File: src/rtl/inst_fetch.sv
// IF-stage fetch engine: one outstanding SRAM-like instruction request, a registered
// output slot backed by a one-entry skid buffer, and redirect cancellation on except.
module inst_fetch #(
  parameter int                ADDR_W   = 32,
  parameter logic [ADDR_W-1:0] NOP_INST = '0
) (
  input  logic              clk,
  input  logic              rst,
  input  logic [ADDR_W-1:0] pc,
  input  logic              except,
  input  logic              stall_in,
  output logic              stall_out,
  output logic              inst_req,
  output logic [ADDR_W-1:0] inst_addr,
  input  logic              inst_addr_ok,
  input  logic              inst_data_ok,
  input  logic [ADDR_W-1:0] inst_rdata,
  output logic              inst_valid,
  output logic [ADDR_W-1:0] inst,
  output logic [ADDR_W-1:0] inst_pc,
  output logic              inst_adel
);

  typedef enum logic [1:0] {S_REQ, S_WAIT, S_HOLD, S_CANCEL} state_t;

  state_t            state_q, state_d;
  logic [ADDR_W-1:0] req_pc_q, req_pc_d;
  logic [ADDR_W-1:0] skid_data_q, skid_data_d;
  logic [ADDR_W-1:0] skid_pc_q, skid_pc_d;
  logic              skid_adel_q, skid_adel_d;
  logic              inst_valid_q, inst_valid_d;
  logic [ADDR_W-1:0] inst_q, inst_d;
  logic [ADDR_W-1:0] inst_pc_q, inst_pc_d;
  logic              inst_adel_q, inst_adel_d;

  logic except_hold;
  logic fault;
  logic done;
  logic slot_free;
  logic advance;

  // The redirect pulse already carries the new target on pc; no request goes out with it.
  assign except_hold = except;
  assign fault       = (state_q == S_REQ) && (pc[1:0] != 2'b00);
  assign done        = ((state_q == S_WAIT) && inst_data_ok) || fault;
  assign slot_free   = !inst_valid_q || !stall_in;
  assign advance     = (done || (state_q == S_HOLD)) && slot_free && !except;

  assign inst_req   = (state_q == S_REQ) && (pc[1:0] == 2'b00) && !except_hold;
  assign inst_addr  = pc;
  assign stall_out  = !advance;
  assign inst_valid = inst_valid_q;
  assign inst       = inst_q;
  assign inst_pc    = inst_pc_q;
  assign inst_adel  = inst_adel_q;

  always_comb begin
    state_d      = state_q;
    req_pc_d     = req_pc_q;
    skid_data_d  = skid_data_q;
    skid_pc_d    = skid_pc_q;
    skid_adel_d  = skid_adel_q;
    inst_valid_d = inst_valid_q && stall_in;
    inst_d       = inst_q;
    inst_pc_d    = inst_pc_q;
    inst_adel_d  = inst_adel_q;

    if (except) begin
      inst_valid_d = 1'b0;
      skid_data_d  = '0;
      skid_pc_d    = '0;
      skid_adel_d  = 1'b0;
      unique case (state_q)
        S_REQ:    state_d = (inst_req && inst_addr_ok) ? S_CANCEL : S_REQ;
        S_WAIT:   state_d = inst_data_ok ? S_REQ : S_CANCEL;
        S_HOLD:   state_d = S_REQ;
        S_CANCEL: state_d = S_CANCEL;
        default:  state_d = S_REQ;
      endcase
    end else begin
      unique case (state_q)
        S_REQ: begin
          if (fault) begin
            if (slot_free) begin
              inst_valid_d = 1'b1;
              inst_d       = NOP_INST;
              inst_pc_d    = pc;
              inst_adel_d  = 1'b1;
            end else begin
              skid_data_d = NOP_INST;
              skid_pc_d   = pc;
              skid_adel_d = 1'b1;
              state_d     = S_HOLD;
            end
          end else if (inst_req && inst_addr_ok) begin
            req_pc_d = pc;
            state_d  = S_WAIT;
          end
        end
        S_WAIT: begin
          if (inst_data_ok) begin
            if (slot_free) begin
              inst_valid_d = 1'b1;
              inst_d       = inst_rdata;
              inst_pc_d    = req_pc_q;
              inst_adel_d  = 1'b0;
              state_d      = S_REQ;
            end else begin
              skid_data_d = inst_rdata;
              skid_pc_d   = req_pc_q;
              skid_adel_d = 1'b0;
              state_d     = S_HOLD;
            end
          end
        end
        S_HOLD: begin
          if (slot_free) begin
            inst_valid_d = 1'b1;
            inst_d       = skid_data_q;
            inst_pc_d    = skid_pc_q;
            inst_adel_d  = skid_adel_q;
            state_d      = S_REQ;
          end
        end
        S_CANCEL: begin
          if (inst_data_ok) state_d = S_REQ;
        end
        default: state_d = S_REQ;
      endcase
    end
  end

  always_ff @(posedge clk or negedge rst) begin
    if (!rst) begin
      state_q      <= S_REQ;
      req_pc_q     <= '0;
      skid_data_q  <= '0;
      skid_pc_q    <= '0;
      skid_adel_q  <= 1'b0;
      inst_valid_q <= 1'b0;
      inst_q       <= '0;
      inst_pc_q    <= '0;
      inst_adel_q  <= 1'b0;
    end else begin
      state_q      <= state_d;
      req_pc_q     <= req_pc_d;
      skid_data_q  <= skid_data_d;
      skid_pc_q    <= skid_pc_d;
      skid_adel_q  <= skid_adel_d;
      inst_valid_q <= inst_valid_d;
      inst_q       <= inst_d;
      inst_pc_q    <= inst_pc_d;
      inst_adel_q  <= inst_adel_d;
    end
  end

endmodule

File: config.mk
export PLATFORM = sky130hd
export DESIGN_NAME = inst_fetch
export DESIGN_NICKNAME = d
export VERILOG_FILES = /design/src/rtl/inst_fetch.sv
export SDC_FILE = /design/constraint.sdc
export NUM_CORES = 1
export LEC_CHECK = 0
export BUFFER_PORTS_ARGS = -buffer_cell sky130_fd_sc_hd__buf_2
export CAP_MARGIN = 10
export CORE_MARGIN = 5
export CORE_UTILIZATION = 50
export DETAILED_ROUTE_END_ITERATION = 8
export GPL_TIMING_DRIVEN = 0
export MAX_ROUTING_LAYER = met4
export PLACE_DENSITY = 0.77
export SETUP_SLACK_MARGIN = 0.15
export SYNTH_ARGS = -nofsm -noshare
export SYNTH_HDL_FRONTEND = slang
export SYNTH_SLANG_ARGS = --single-unit
File: constraint.sdc
create_clock -name clk -period 1.83 [get_ports clk]
set_input_delay 0.183 -clock clk [delete_from_list [all_inputs] [get_ports clk]]
set_output_delay 0.183 -clock clk [all_outputs]
set_load 0.05 [all_outputs]
Word level (Yosys, flattened, before mapping)
Cells that the tools add are included.

Flip-flop bits (word level): 165. Bits in latches: 0. Memory bits (writable): 0. Memory bits (read-only): 0. Bits of input ports: 70. Output and inout port bits: 100. Logic and storage cells: 104. Memories: 0.

Add/sub/neg operators: 0. Multipliers: 0. Div/mod/pow operators: 0. Order comparisons: 0. Equal/unequal tests: 16. Shift operators: 0. Mux-type cells: 53. Bitwise logic cells: 2. Reductions and logical operators: 24.

Operator list (count): 2-to-1 mux 32 bit (20); one-hot mux 32 bit (3 select lines) (2); one-hot mux 32 bit (2 select lines) (2); 2-to-1 mux 2 bit (10); inequality test 3 bit (second input constant) (6); one-hot mux 2 bit (4 select lines) (2); 2-to-1 mux 1 bit (14); inequality test 2 bit (second input constant) (5); AND reduction 5 bit (2); logical AND 1 bit (8); AND reduction 7 bit (1); one-hot mux 1 bit (3 select lines) (2); nonzero test 3 bit (2); == test 2 bit (second input constant) (2); zero test 1 bit (4); zero test 2 bit (2); inequality test 4 x 3 -> 1 bit (second input constant) (1); inequality test 4 bit (second input constant) (1); AND reduction 4 bit (1); logical OR 1 bit (3); == test 2 x 1 -> 1 bit (second input constant) (1); NOT 1 bit (2); one-hot mux 1 bit (2 select lines) (1); nonzero test 2 bit (1).

Logic depth before layout (Yosys ltp)
Word-level depth: 8. Depth in mapped cells: 10. Gate-level depth less buffers: 6.

Worst setup path before layout
OpenSTA, ideal clock, no wires.

Path type: flip-flop to flip-flop. Start: register state_q[0]. End: register req_pc_q[10]. Setup time: 125 ps. Data arrival time: 2036 ps. Required time: 1705 ps. Slack: -331 ps. Cell stages (with the launch flop): 8. Buffers on the path: 1. Period minus slack after synthesis: 2161 ps. Path through: dfrtp_1 inv_1 ha_1 or3b_4 nor2_4 nand2_2 buf_6 mux2_4.

Longest elaborated chain between the ends: 5. Elaborated cells between the ends (all ways): 7. Those cells by class: bitwise (1); reduce/logical (6).

RTL lines: start, declared (RTL line 26) `state_t state_q, state_d;`; start signal, assigned (RTL line 145) `state_q <= state_d;`; zero test 2 bit (RTL line 49) `assign inst_req = (state_q == S_REQ) && (pc[1:0] == 2'b00) && !except_hold;`; logical AND 1 bit (2 in series) (RTL line 49); net inst_req (RTL line 13) `output logic inst_req,`; logical AND 1 bit (RTL line 95) `end else if (inst_req && inst_addr_ok) begin`; AND reduction 4 bit (no line); end signal, assigned (RTL line 146) `req_pc_q <= req_pc_d;`; end, declared (RTL line 27) `logic [ADDR_W-1:0] req_pc_q, req_pc_d;`.

The timed path passes the listed nets, and every way through them passes these cells. A chain may end at the register's enable or synchronous reset.

Worst setup path in the final report
Start: register state_q[1]. End: register skid_pc_q[21].

Longest elaborated chain between the ends: 4. Elaborated cells between the ends (all ways): 11. Those cells by class: eq/ne (5); mux (2); reduce/logical (4).

RTL lines: zero test 2 bit (RTL line 44, 81); logical AND 1 bit (RTL line 44) `assign fault = (state_q == S_REQ) && (pc[1:0] != 2'b00);`; inequality test 3 bit (no line); AND reduction 5 bit (no line); end signal, assigned (RTL line 148) `skid_pc_q <= skid_pc_d;`; end, declared (RTL line 29) `logic [ADDR_W-1:0] skid_pc_q, skid_pc_d;`.

Several ways; a longest one is shown, not always the timed one.

==> results.toml <==
[clock_tree]
cts_tree = "built"
cts_htree_levels = 4
clk_latency_ns = 0.43
path_clk_slew_ns = 0.07
clockBufferDepth = 2
numClockSinks = 165
cts_root_buf = "clkbuf_16"
cts_inserted_buffers = 17

[global_route]
globalRouteOverflowTotal = 0
globalRouteTotalUtil = 0.2523
grt_max_degree = 90
grt_antenna_before_repair = 1
grt_pass1_vias = 6889
grt_pass1_wl_um = 35710

[yosys]
syn_area_um2 = 7954
synth_simple_gate_area_share = 0.09344
synth_top_area_frac = 0.5191
syn-num-nets = 836
ys_ff_latch = 165
synth.top_cells.by_area = "dfrtp_1 52%, nand2_1 7.8%, o21ai_0 6.2%"
synth.area.mux_share = 0.09722
synth-compound-area-share = 0.2113
ys_warn_count = 0
synth_most_common_cell = "nand2_1"
syn-instance-count = 762
synth_commonest_cells = "166 x nand2_1, 165 x dfrtp_1, 99 x o21ai_0, 34 x buf_4, 34 x o31ai_1"
ys_types = 37
ys_seq_area_frac = 0.5191
synthFlopType = "dfrtp_1"
synth_top_family_by_area = "compound AO/OA/AOI/OAI gates"
synth-edff-count = 0
syn_avg_cell_area_um2 = 10.44
synth_xor_area_frac = 0
synthAdderAreaFrac = 0.006292
synth_top_area_cell = "dfrtp_1"
async_flop_share = 1.000

[setup_path]
crit_path_end_kind = "flip-flop"
cp_data_required_time_ns = 2.15
crit_path_max_fanout = 10
crit_type = "flip-flop to flip-flop"
arrival_ns = 2.50
cp-start-kind = "flip-flop"

[drt]
wl_met1_um = 9941
vias = 6894
wl_met3_um = 1475
wl_per_cell_um = 19.30
met2_length_um = 11380
routed.top_layer = "met4"
routed_wl_um = 23430
dr.first_iter.drc_count = 409
drcViolationCount = 0
first_pass_iters = 5
vias_per_cell = 5.679
final_antenna_net_count = 0

[floorplan]
ioPinCount = 170
row_count = 46
dieHeight_um = 136.1
initial_core_util = 0.5044
core_um2 = 15770
die_area_um2 = 18530
die_w_um = 136.1

[min_path]
hp-class = "input pin to flip-flop"

[pwr]
clkPwrFrac = 0.198
power.switching_mw = 7.939
p_sw_frac = 0.4332
pwr_density_cell_nw_per_um2 = 1680
p_leak_nw = 5.242
p_comb_frac = 0.511
total_power_mw = 18.33
intPower_mw = 10.39
ir_drop_v = 0.0009901
p_seq_frac = 0.291

[placement]
dpl_worst_slack_ns = -0.4587
io_buffers = 169
hpwlAfterDp_um = 14460
place_congestion = 0.9457
place_area_um2 = 9241

[final_layout]
layout-drive-gt1-share = 0.4022
nNetsFinal = 1058
regArea_um2 = 4129
design_area_um2 = 10910
fillers = 1197
multiInputGateArea_um2 = 3596
area_growth_syn_to_layout_pct = 37.17

[sta]
final_max_slew_viol_count = 0
tightest_slew_ns = 0.8906
finalCritPeriodShare = 1.192
hold_viol_final = 0
max_freq_mhz = 458.5
min_period_ns = 2.181
tns_ns = -35.08
fin_skew_ns = 0.01221
setup_ws_ns = -0.3512
rsz0062_at_grt = "yes"
relSlewSlack = 0.4063
setup_violations = 167

[status]
outcome = "finished with violations"
violations = "setup timing"

[flow_run]
maxCapViolations = 0
## through the flow
stage               hold slack, ns  cells  utilization
floorplan                  -0.1126    762            -
global placement            0.4568   1147       0.5836
detailed placement          0.2042   1148       0.5860
CTS                       0.008789   1204       0.6600
global route               0.02093   1214       0.6918
finish                     0.01755   1214       0.6918
## kinds of logic (layout without fill, tap and decap cells)
kind of cell / count (synthesis) / after routing
buffers and inverters: 105 / 340
AND/OR/NAND/NOR: 184 / 184
flip-flops: 165 / 165
adder cells (fa/ha/maj): 4 / 4
other: 0 / 1
multiplexers: 63 / 63
AO/OA/AOI/OAI: 241 / 241
## final timing paths
path,depth (start not counted),startpoint,to,slack [ns]
worst max-delay path,9,state_q[1],skid_pc_q[21],-0.35
worst min register to register,2,inst[10],inst[10],0.47
worst min-delay path,2,inst_rdata[0],skid_data_q[0],0.02
min in group asynchronous,2,rst,inst[22],0.31
max in group asynchronous,3,rst,inst_pc[22],0.65
worst max register to register,9,state_q[1],skid_pc_q[21],-0.35
## power groups by stage
stage	registers [mW]	clock network [mW]	logic, mW
2_1_floorplan	6.73	0	4.14
3_3_place_gp	5.25	0	7.56
3_5_place_dp	5.27	0	7.69
4_1_cts	5.23	3.62	8.78
5_1_grt	5.44	3.83	10.0
6_report	5.33	3.62	9.37
## area by class of cell
class                   count  share of cell area
clock inverters             7            0.008601
repair buffers            203              0.1283
plain buffers             101             0.08326
flip-flops and latches    165              0.3784
diodes                      1           0.0002294
clock buffers              25             0.04541
well taps                 216             0.02477
inverters                   4            0.001376
multi-input cells         492              0.3296
## worst max-delay path: stages (launching register included)
cell and delay (ns):
dfrtp_1 0.40, inv_2 0.09, ha_4 0.17, buf_6 0.12, buf_8 0.13, mux2i_4 0.19, o31a_1 0.28, buf_6 0.15
buf_4 0.19, o31ai_1 0.33
## routing by layer
metal / GRT usage / vias up
li1: - / 3157
met1: 0.3354 / 3414
met4: 0.09518 / 0
met2: 0.3946 / 274
met5: - / -
met3: 0.03812 / 49
## layout by cell type (no fill, tap or decap), drive strengths merged
master and instances:
buf 260, nand2 167, dfrtp 165, o21ai 99
clkbuf 68, o31ai 34, mux2i 33, a22o 32
a22oi 32, a32o 32, mux2 30, nor2 6
a21oi 5, inv 5, ha 4, and2 3
a211o 2, clkinv 2, clkinvlp 2, bufinv 2
diode 1, or3b 1, nor3 1, a2bb2oi 1
nand2b 1, or3 1, nand4 1, nor3b 1
nand3 1, o221ai 1, o221a 1, nor4 1
o31a 1, a32oi 1, dlygate4sd3 1
## flip-flops by register name, indices dropped and copies added, names as in the netlist
| signal | count |
|---|---|
| inst | 32 |
| inst_pc | 32 |
| req_pc_q | 32 |
| skid_data_q | 32 |
| skid_pc_q | 32 |
| state_q | 2 |
| inst_adel | 1 |
| inst_valid | 1 |
| skid_adel_q | 1 |
## what timing repair did
action	4_1_cts	5_1_grt
hold endpoints to repair	76	0
gates resized for setup	70	78
cloned	7	8
setup endpoints to repair	167	167
setup buffers	16	1
hold buffers	1	0
pin swaps	7	14
Note: power is estimated with default switching activity, not from simulation.
